===== src/rtl/uart_rx_param.sv =====
// uart_rx_param
//   Parametrised UART receiver feeding the transceiver encoder. Detects a
//   start bit on the synchronised serial line, samples each bit in the
//   middle of its bit period, checks optional parity and 1 or 2 stop bits,
//   and delivers one word per frame with a single-cycle strobe.
//
// Parameters
//   CLKS_PER_BIT : clocks per serial bit, even and >= 4
//   DATA_WIDTH   : data bits per frame, 5..9, LSB first
//   PARITY       : 0 none, 1 odd, 2 even
//   STOP_BITS    : stop bits checked, 1 or 2
//
// Ports
//   clk        in   system clock, rising edge
//   arstn      in   asynchronous active-low reset
//   en         in   receiver enable; low aborts a frame in progress
//   data       in   serial line, idle high, asynchronous to clk
//   rx_data    out  received word (held until the next rx_valid)
//   rx_valid   out  one-cycle strobe: rx_data and error flags updated
//   parity_err out  parity mismatch on last delivered word
//   frame_err  out  a stop bit sampled 0 on last delivered word
//   active     out  high while a frame is being received
//
// Build option
//   UART_RX_MAJORITY_EN : when defined, each bit sample is the majority of
//   the synchronised line at the sample edge and the two edges before it.
//
// state  | meaning
// -------+-----------------------------------------------------------
// IDLE   | waiting for a low level on the synchronised line
// START  | half a bit period to the start-bit sample (glitch check)
// DATA   | sampling DATA_WIDTH data bits, LSB first
// PARITY | sampling and checking the parity bit
// STOP   | sampling STOP_BITS stop bits
// DONE   | one cycle: word and flags presented with rx_valid

module uart_rx_param #(
  parameter int CLKS_PER_BIT = 8,
  parameter int DATA_WIDTH   = 8,
  parameter int PARITY       = 0,
  parameter int STOP_BITS    = 1
) (
  input  logic                  clk,
  input  logic                  arstn,
  input  logic                  en,
  input  logic                  data,
  output logic [DATA_WIDTH-1:0] rx_data,
  output logic                  rx_valid,
  output logic                  parity_err,
  output logic                  frame_err,
  output logic                  active
);

  localparam int CW = $clog2(CLKS_PER_BIT);
  localparam int BW = $clog2(DATA_WIDTH);
  localparam logic [CW-1:0] HALF_TC = CW'(CLKS_PER_BIT / 2 - 1);
  localparam logic [CW-1:0] FULL_TC = CW'(CLKS_PER_BIT - 1);
  localparam logic [BW-1:0] LAST_BIT = BW'(DATA_WIDTH - 1);
  localparam logic          LAST_STOP = (STOP_BITS == 2);
  localparam logic          ODD = (PARITY == 1);

  typedef enum logic [2:0] {
    S_IDLE, S_START, S_DATA, S_PARITY, S_STOP, S_DONE
  } state_t;

  state_t state, state_nxt;

  logic                  sync1, rxs;
  logic                  samp;
  logic [CW-1:0]         cnt;
  logic [BW-1:0]         bit_cnt;
  logic                  stop_cnt;
  logic [DATA_WIDTH-1:0] shreg;
  logic                  par_err_int, frm_err_int;
  logic                  tick;
  logic                  exp_par;

  // Synchroniser resets to the idle (high) line level so no false start
  // bit is seen coming out of reset.
  always_ff @(posedge clk or negedge arstn) begin
    if (!arstn) begin
      sync1 <= 1'b1;
      rxs   <= 1'b1;
    end else begin
      sync1 <= data;
      rxs   <= sync1;
    end
  end

`ifdef UART_RX_MAJORITY_EN
  logic rxs_d1, rxs_d2;

  always_ff @(posedge clk or negedge arstn) begin
    if (!arstn) begin
      rxs_d1 <= 1'b1;
      rxs_d2 <= 1'b1;
    end else begin
      rxs_d1 <= rxs;
      rxs_d2 <= rxs_d1;
    end
  end

  assign samp = (rxs & rxs_d1) | (rxs & rxs_d2) | (rxs_d1 & rxs_d2);
`else
  assign samp = rxs;
`endif

  // The first sample lands half a bit after the start edge, every later
  // one a full bit after the previous sample.
  assign tick    = (state == S_START) ? (cnt == HALF_TC) : (cnt == FULL_TC);
  assign exp_par = (^shreg) ^ ODD;

  always_ff @(posedge clk or negedge arstn) begin
    if (!arstn) state <= S_IDLE;
    else        state <= state_nxt;
  end

  always_comb begin
    state_nxt = state;
    rx_valid  = 1'b0;
    active    = 1'b0;
    case (state)
      S_IDLE: begin
        if (en && !rxs) state_nxt = S_START;
      end
      S_START: begin
        active = 1'b1;
        if (!en)       state_nxt = S_IDLE;
        else if (tick) state_nxt = samp ? S_IDLE : S_DATA;
      end
      S_DATA: begin
        active = 1'b1;
        if (!en) state_nxt = S_IDLE;
        else if (tick && bit_cnt == LAST_BIT)
          state_nxt = (PARITY != 0) ? S_PARITY : S_STOP;
      end
      S_PARITY: begin
        active = 1'b1;
        if (!en)       state_nxt = S_IDLE;
        else if (tick) state_nxt = S_STOP;
      end
      S_STOP: begin
        active = 1'b1;
        if (!en) state_nxt = S_IDLE;
        else if (tick && stop_cnt == LAST_STOP) state_nxt = S_DONE;
      end
      S_DONE: begin
        rx_valid  = 1'b1;
        state_nxt = S_IDLE;
      end
      default: state_nxt = S_IDLE;
    endcase
  end

  always_ff @(posedge clk or negedge arstn) begin
    if (!arstn) begin
      cnt         <= '0;
      bit_cnt     <= '0;
      stop_cnt    <= 1'b0;
      shreg       <= '0;
      par_err_int <= 1'b0;
      frm_err_int <= 1'b0;
      rx_data     <= '0;
      parity_err  <= 1'b0;
      frame_err   <= 1'b0;
    end else begin
      if (state == S_IDLE) begin
        if (state_nxt == S_START) begin
          cnt         <= '0;
          bit_cnt     <= '0;
          stop_cnt    <= 1'b0;
          par_err_int <= 1'b0;
          frm_err_int <= 1'b0;
        end
      end else if (state != S_DONE) begin
        cnt <= tick ? '0 : cnt + CW'(1);
      end

      if (state == S_DATA && tick) begin
        shreg   <= {samp, shreg[DATA_WIDTH-1:1]};
        bit_cnt <= bit_cnt + BW'(1);
      end

      if (state == S_PARITY && tick)
        par_err_int <= (samp != exp_par);

      if (state == S_STOP && tick) begin
        if (!samp) frm_err_int <= 1'b1;
        stop_cnt <= stop_cnt + 1'b1;
      end

      // Outputs are loaded on the edge into DONE (abort has priority), so
      // they are already valid during the rx_valid cycle. The last stop
      // sample is folded in directly since frm_err_int updates on this edge.
      if (state == S_STOP && state_nxt == S_DONE) begin
        rx_data    <= shreg;
        parity_err <= par_err_int;
        frame_err  <= frm_err_int | ~samp;
      end
    end
  end

endmodule


===== config.mk =====
export PLATFORM = sky130hd
export DESIGN_NAME = uart_rx_param
export DESIGN_NICKNAME = d
export VERILOG_FILES = /design/src/rtl/uart_rx_param.sv
export SDC_FILE = /design/constraint.sdc
export NUM_CORES = 1
export LEC_CHECK = 0
export CORE_MARGIN = 1.5
export CORE_UTILIZATION = 51
export DETAILED_ROUTE_END_ITERATION = 10
export PLACE_DENSITY = 0.73
export REMOVE_ABC_BUFFERS = 1
export SYNTH_ARGS = -nofsm -noshare
export SYNTH_HDL_FRONTEND = slang
export SYNTH_SLANG_ARGS = --single-unit

===== constraint.sdc =====
create_clock -name clk -period 2.2 [get_ports clk]
set_input_delay 0.22 -clock clk [delete_from_list [all_inputs] [get_ports clk]]
set_output_delay 0.22 -clock clk [all_outputs]
set_load 0.05 [all_outputs]

==> results_dict.tcl, run 1 <==
set metrics [dict create \
    fmax_mhz 490 \
    grt_pass1_vias 1023 \
    cts_buffers 5 \
    dieArea_um2 3480 \
    worstSetupPathType "reg2out" \
    ir_drop_uv 523 \
    post_cts_buffers 0 \
    yosysTopAreaCellShare 0.470 \
    status "complete, no violations" \
    p_clk_frac 0.328 \
    seqPwrFrac 0.493 \
    p_leak_nw 0.914 \
    tritoncts "built" \
    cts_max_level 2 \
    wl_um 2710 \
    rsz0062_at_grt "false" \
    cts_sinks 32 \
    cts_hold_buf 0 \
    yosysTopAreaCell "dfrtp_1" \
    fin_crit_sh 0.928 \
    antenna_cells 0 \
    grt_pass1_wl_um 4740 \
    synth_most_common_cell "dfrtp_1" \
    cp_max_fo 5 \
    cp.required_ps 1980 \
    tightest_slew_ps 510 \
    cp-end-kind "output port" \
    drtPass1Iterations 4 \
    portBuffers 15 \
    multi_input_area_um2 727 \
    coreArea_um2 3000 \
    grt.total_usage 0.184 \
    wl_per_cell_um 14.8 \
    final_nets 156 \
    syn_inst 127 \
    io_pins 16 \
    num_vias 998 \
    finalCriticalPeriod_ps 2040 \
    worstSkewPairLatency_ps 340 \
    ys_ff_latch 32 \
    cp.arrival_ps 1820 \
    root_buffer "clkbuf_4" \
    critical_path.startpoint_type "register" \
    start_util 0.532 \
    relSlewSlack 0.659 \
    drc 0 \
    die_w_um 59.0 \
    ctsLongestPathBuffers 2 \
    antenna_found_initial 0 \
    critPathTopFamily "buffers and inverters" \
    internal_power_mw 0.957 \
    num-fill-cells 243 \
    yosys.cell_types.count 36 \
    cts.clk_slew.worst_paths_ps 100 \
    gp_congestion 0.848 \
    netlist_area_um2 1600 \
    hold_violations 0 \
    grt_overflow 0 \
    cts_resized 0 \
    max_stage_delay_ps 820 \
    num_rows 20 \
    whs_ps 261 \
    synth_ff_type "dfrtp_1" \
    swShare 0.278 \
    die_height_um 59.0 \
    ant_nets 0 \
    ys.warnings.count 0 \
    clock_skew_ps 12.0 \
    cpMaxStageDelayCell "clkdlybuf4s50_1" \
    synth_async_sr_flop_share 1.00 \
    p_switching_mw 0.368 \
    viasPerCell 5.45 \
    hold_path_class "in2async" \
    yosysSeqAreaShare 0.503 \
    synth_area_leaders "dfrtp_1 (47%), mux2_4 (7.5%), mux2_1 (4.9%), dfstp_2 (3.3%), xnor2_1 (3.3%)" \
    final-setup-viol-count 0 \
    grt_max_degree 33 \
    place_ws_ps 353 \
    drv_slew 0 \
    path_cells "nand2_1 -> nor2_1 -> clkdlybuf4s50_1" \
    synth_edf_count 0 \
    hpwl_um 1960 \
    area_delta_synth_final_pct 16.1 \
    syn-mean-instance-area_um2 12.6 \
    critPathBufInv 1 \
    setup_tns_ps 0 \
    drive_gt1_frac 0.233 \
    dr.first_iter.drc_count 21 \
    powerDensity_nw_per_um2 714 \
    regArea_um2 803 \
    p_comb_frac 0.178 \
    setup_slack_ps 157 \
    maxCapViolations 0 \
    synthTopCellsByCount "dfrtp_1 (30), mux2_4 (8), nand2_1 (8), mux2_1 (7)" \
]
path summary, 6_finish.rpt:
path	start	endpoint	slack [ps]	cells past startpoint
hold reg to reg	sync1$_DFF_PN1_	rxs$_DFF_PN1_	360	0
setup / recovery	state[0]$_DFF_PN0_	rx_valid	160	3
max in group asynchronous	arstn	sync1$_DFF_PN1_	1610	2
hold / removal	arstn	parity_err$_DFFE_PN0P_	260	2
min in group clk	data	sync1$_DFF_PN1_	290	1
setup reg to reg	cnt[0]$_DFFE_PN0P_	rx_data[0]$_DFFE_PN0P_	330	5
power by group through the flow:
stage                     Sequential [mW]  Combinational, mW  Clock, mW
after CTS                           0.654              0.240      0.446
after global routing                0.660              0.259      0.480
final                               0.654              0.236      0.435
after floorplan                     0.669              0.151          0
after detailed placement            0.665              0.236          0
after global placement              0.662              0.227          0
layer usage:
| layer | track usage | vias to the layer above | wire [um] |
|---|---|---|---|
| li1 | - | 493 | - |
| met1 | 0.246 | 480 | 1270 |
| met2 | 0.281 | 17 | 1290 |
| met3 | 0.0459 | 8 | 90 |
| met4 | 0.0877 | 0 | 59 |
| met5 | 0 | - | 0 |
kinds of logic after synthesis:
| kind of cell | Yosys count | share of synthesized area |
|---|---|---|
| adder cells (fa/ha/maj) | 3 | 0.0235 |
| AND/OR/NAND/NOR | 32 | 0.125 |
| buffers and inverters | 9 | 0.0423 |
| multiplexers | 18 | 0.146 |
| XOR/XNOR | 10 | 0.0634 |
| flip-flops | 32 | 0.503 |
| AO/OA/AOI/OAI | 23 | 0.0979 |
state kept, by name, summed over array words and instances (netlist names), 3 cells and up:
name and flops:
rx_data 8, shreg 8, bit_cnt 3, cnt 3
state 3
layout make-up:
type                            count  share of cell area
Clock buffer                        6              0.0223
Clock inverter                      2              0.0189
Inverter                            2             0.00405
Multi-Input combinational cell     86               0.392
Sequential cell                    32               0.433
Tap cell                           33              0.0223
Timing Repair Buffer               22               0.108
per-stage QoR:
stage | cells | area (um^2) | total power, mW | util
2_1_floorplan | 120 | 1540 | 0.821 | -
6_report | 183 | 1860 | 1.33 | 0.618
4_1_cts | 183 | 1860 | 1.34 | 0.618
3_5_place_dp | 175 | 1780 | 0.901 | 0.593
3_3_place_gp | 175 | 1780 | 0.889 | 0.593
5_1_grt | 183 | 1860 | 1.40 | 0.618
cells in the final DEF, fill, tap and decap left out, types with 4 or more instances in the layout:
master	instances
clkbuf_4	5
nor2_1	6
mux2_1	7
buf_4	8
a22o_1	4
clkdlybuf4s50_1	14
nand2_1	8
o21ai_1	5
mux2_4	8
o21ai_0	5
xnor2_1	6
dfrtp_1	30
Power figures use the tool's default switching activity.
==> run 2: changes to the inputs <==
--- a/config.mk
+++ b/config.mk
@@ -6,9 +6,9 @@
 export NUM_CORES = 1
 export LEC_CHECK = 0
 export CORE_MARGIN = 1.5
-export CORE_UTILIZATION = 51
+export CORE_UTILIZATION = 55
 export DETAILED_ROUTE_END_ITERATION = 10
-export PLACE_DENSITY = 0.73
+export PLACE_DENSITY = 0.77
 export REMOVE_ABC_BUFFERS = 1
 export SYNTH_ARGS = -nofsm -noshare
 export SYNTH_HDL_FRONTEND = slang
==> run 2 against run 1 <==
  * Sequential share of layout area is 0.23 points higher
  * Fmax down 2.8%
  * Clock skew fell by 6.6 ps
==> results_dict.tcl, run 2 (synthesized netlist as in run 1, its figures left out) <==
set metrics [dict create \
    tritoncts "built" \
    worstSetupPathType "reg2out" \
    ant_nets 0 \
    grt_overflow 0 \
    fin_util 0.669 \
    drv_slew 0 \
    largestRegisters "rx_data (8), shreg (8)" \
    wl_um 2810 \
    hold_path_class "in2async" \
    cts_resized 0 \
    maxCapViolations 0 \
    status "complete, no violations" \
    cts_sinks 32 \
    fin_cells 180 \
    hpwl_um 1950 \
    num_vias 1029 \
    coreArea_um2 2760 \
    drive_gt1_frac 0.228 \
    cp-end-kind "output port" \
    viasPerCell 5.72 \
    wl_per_cell_um 15.6 \
    drc 0 \
    setup_tns_ps 0 \
    cp.arrival_ps 1880 \
    final-setup-viol-count 0 \
    antenna_found_initial 0 \
    gp_congestion 0.836 \
    rsz0062_at_grt "false" \
    cts_hold_buf 0 \
    final_nets 155 \
    antenna_cells 0 \
    dr.first_iter.drc_count 8 \
    clock_skew_ps 5.46 \
    num-fill-cells 212 \
    portBuffers 15 \
    ctsLongestPathBuffers 2 \
    fin_crit_sh 0.956 \
    num_rows 19 \
    tightest_slew_ps 511 \
    drtPass1Iterations 4 \
    worstSkewPairLatency_ps 330 \
    fmax_mhz 476 \
    hold_violations 0 \
    cp.required_ps 1980 \
    cts_max_level 2 \
    die_w_um 56.9 \
    cp_max_fo 13 \
    powerDensity_nw_per_um2 711 \
    post_cts_buffers 0 \
    relSlewSlack 0.659 \
    start_util 0.579 \
    p_leak_nw 0.909 \
    cts.clk_slew.worst_paths_ps 100 \
    whs_ps 272 \
    finalCriticalPeriod_ps 2100 \
    area_delta_synth_final_pct 15.5 \
    ir_drop_uv 677 \
    r2r_cells 5 \
    layout_commonest_cell "dfrtp_1" \
    final_cell_mix "dfrtp_1 (30), clkdlybuf4s50_1 (14), nand2_1 (8), mux2_4 (8)" \
    grt_pass1_vias 1039 \
    dieArea_um2 3240 \
    dp.cells 172 \
    io_pins 16 \
    die_height_um 56.9 \
    grt.total_usage 0.197 \
    grt_pass1_wl_um 4800 \
    grt_max_degree 33 \
    root_buffer "clkbuf_4" \
    critical_path.startpoint_type "register" \
    cts_buffers 5 \
]
[run 2: changes by cell type in the layout (fill, tap and decap cells not counted)]
| cell | before | now |
|---|---|---|
| buf_4 | 8 | 7 |
[run 2: power breakdown]
group,switching [mW],internal (mW),total (mW)
Sequential,0.0442,0.617,0.661
Combinational,0.123,0.0956,0.218
Clock,0.196,0.238,0.434
[run 2: metal layers]
| layer | vias up | track usage | routed length [um] |
|---|---|---|---|
| met1 | 513 | 0.266 | 1320 |
| met2 | 18 | 0.300 | 1350 |
| met3 | 7 | 0.0484 | 84 |
| li1 | 491 | - | - |
| met5 | - | 0 | 0 |
| met4 | 0 | 0.0897 | 50 |
[run 2: final cells by class]
type                    instances  area, um^2  share of cell area
flip-flops and latches         32         803               0.435
multi-input cells              86         727               0.394
repair buffers                 21         193               0.104
clock buffers                   6        41.3              0.0224
well taps                      31        38.8              0.0210
clock inverters                 2        35.0              0.0190
inverters                       2        7.51             0.00407
[run 2: worst paths after layout]
kind	from	endpoint	slack, ps
worst max-delay path	state[1]$_DFF_PN0_	rx_valid	100
max in group asynchronous	arstn	sync1$_DFF_PN1_	1590
worst min register to register	sync1$_DFF_PN1_	rxs$_DFF_PN1_	350
min in group clk	data	sync1$_DFF_PN1_	310
worst max register to register	cnt[0]$_DFFE_PN0P_	rx_data[0]$_DFFE_PN0P_	350
worst min-delay path	arstn	state[1]$_DFF_PN0_	270
[run 2: critical path, stage by stage, from the launching register on]
cell             delay (ps)
dfrtp_1                 580
nor2_1                  170
clkdlybuf4s50_1         810
[run 2: per-stage QoR]
stage                     setup slack [ps]  total power, mW  instance area [um^2]
after floorplan                        268            0.821                  1540
after detailed placement               373            0.891                  1770
after global routing                  31.7             1.38                  1850
after CTS                             73.8             1.33                  1850
after global placement                 411            0.880                  1770
final                                 97.6             1.31                  1850
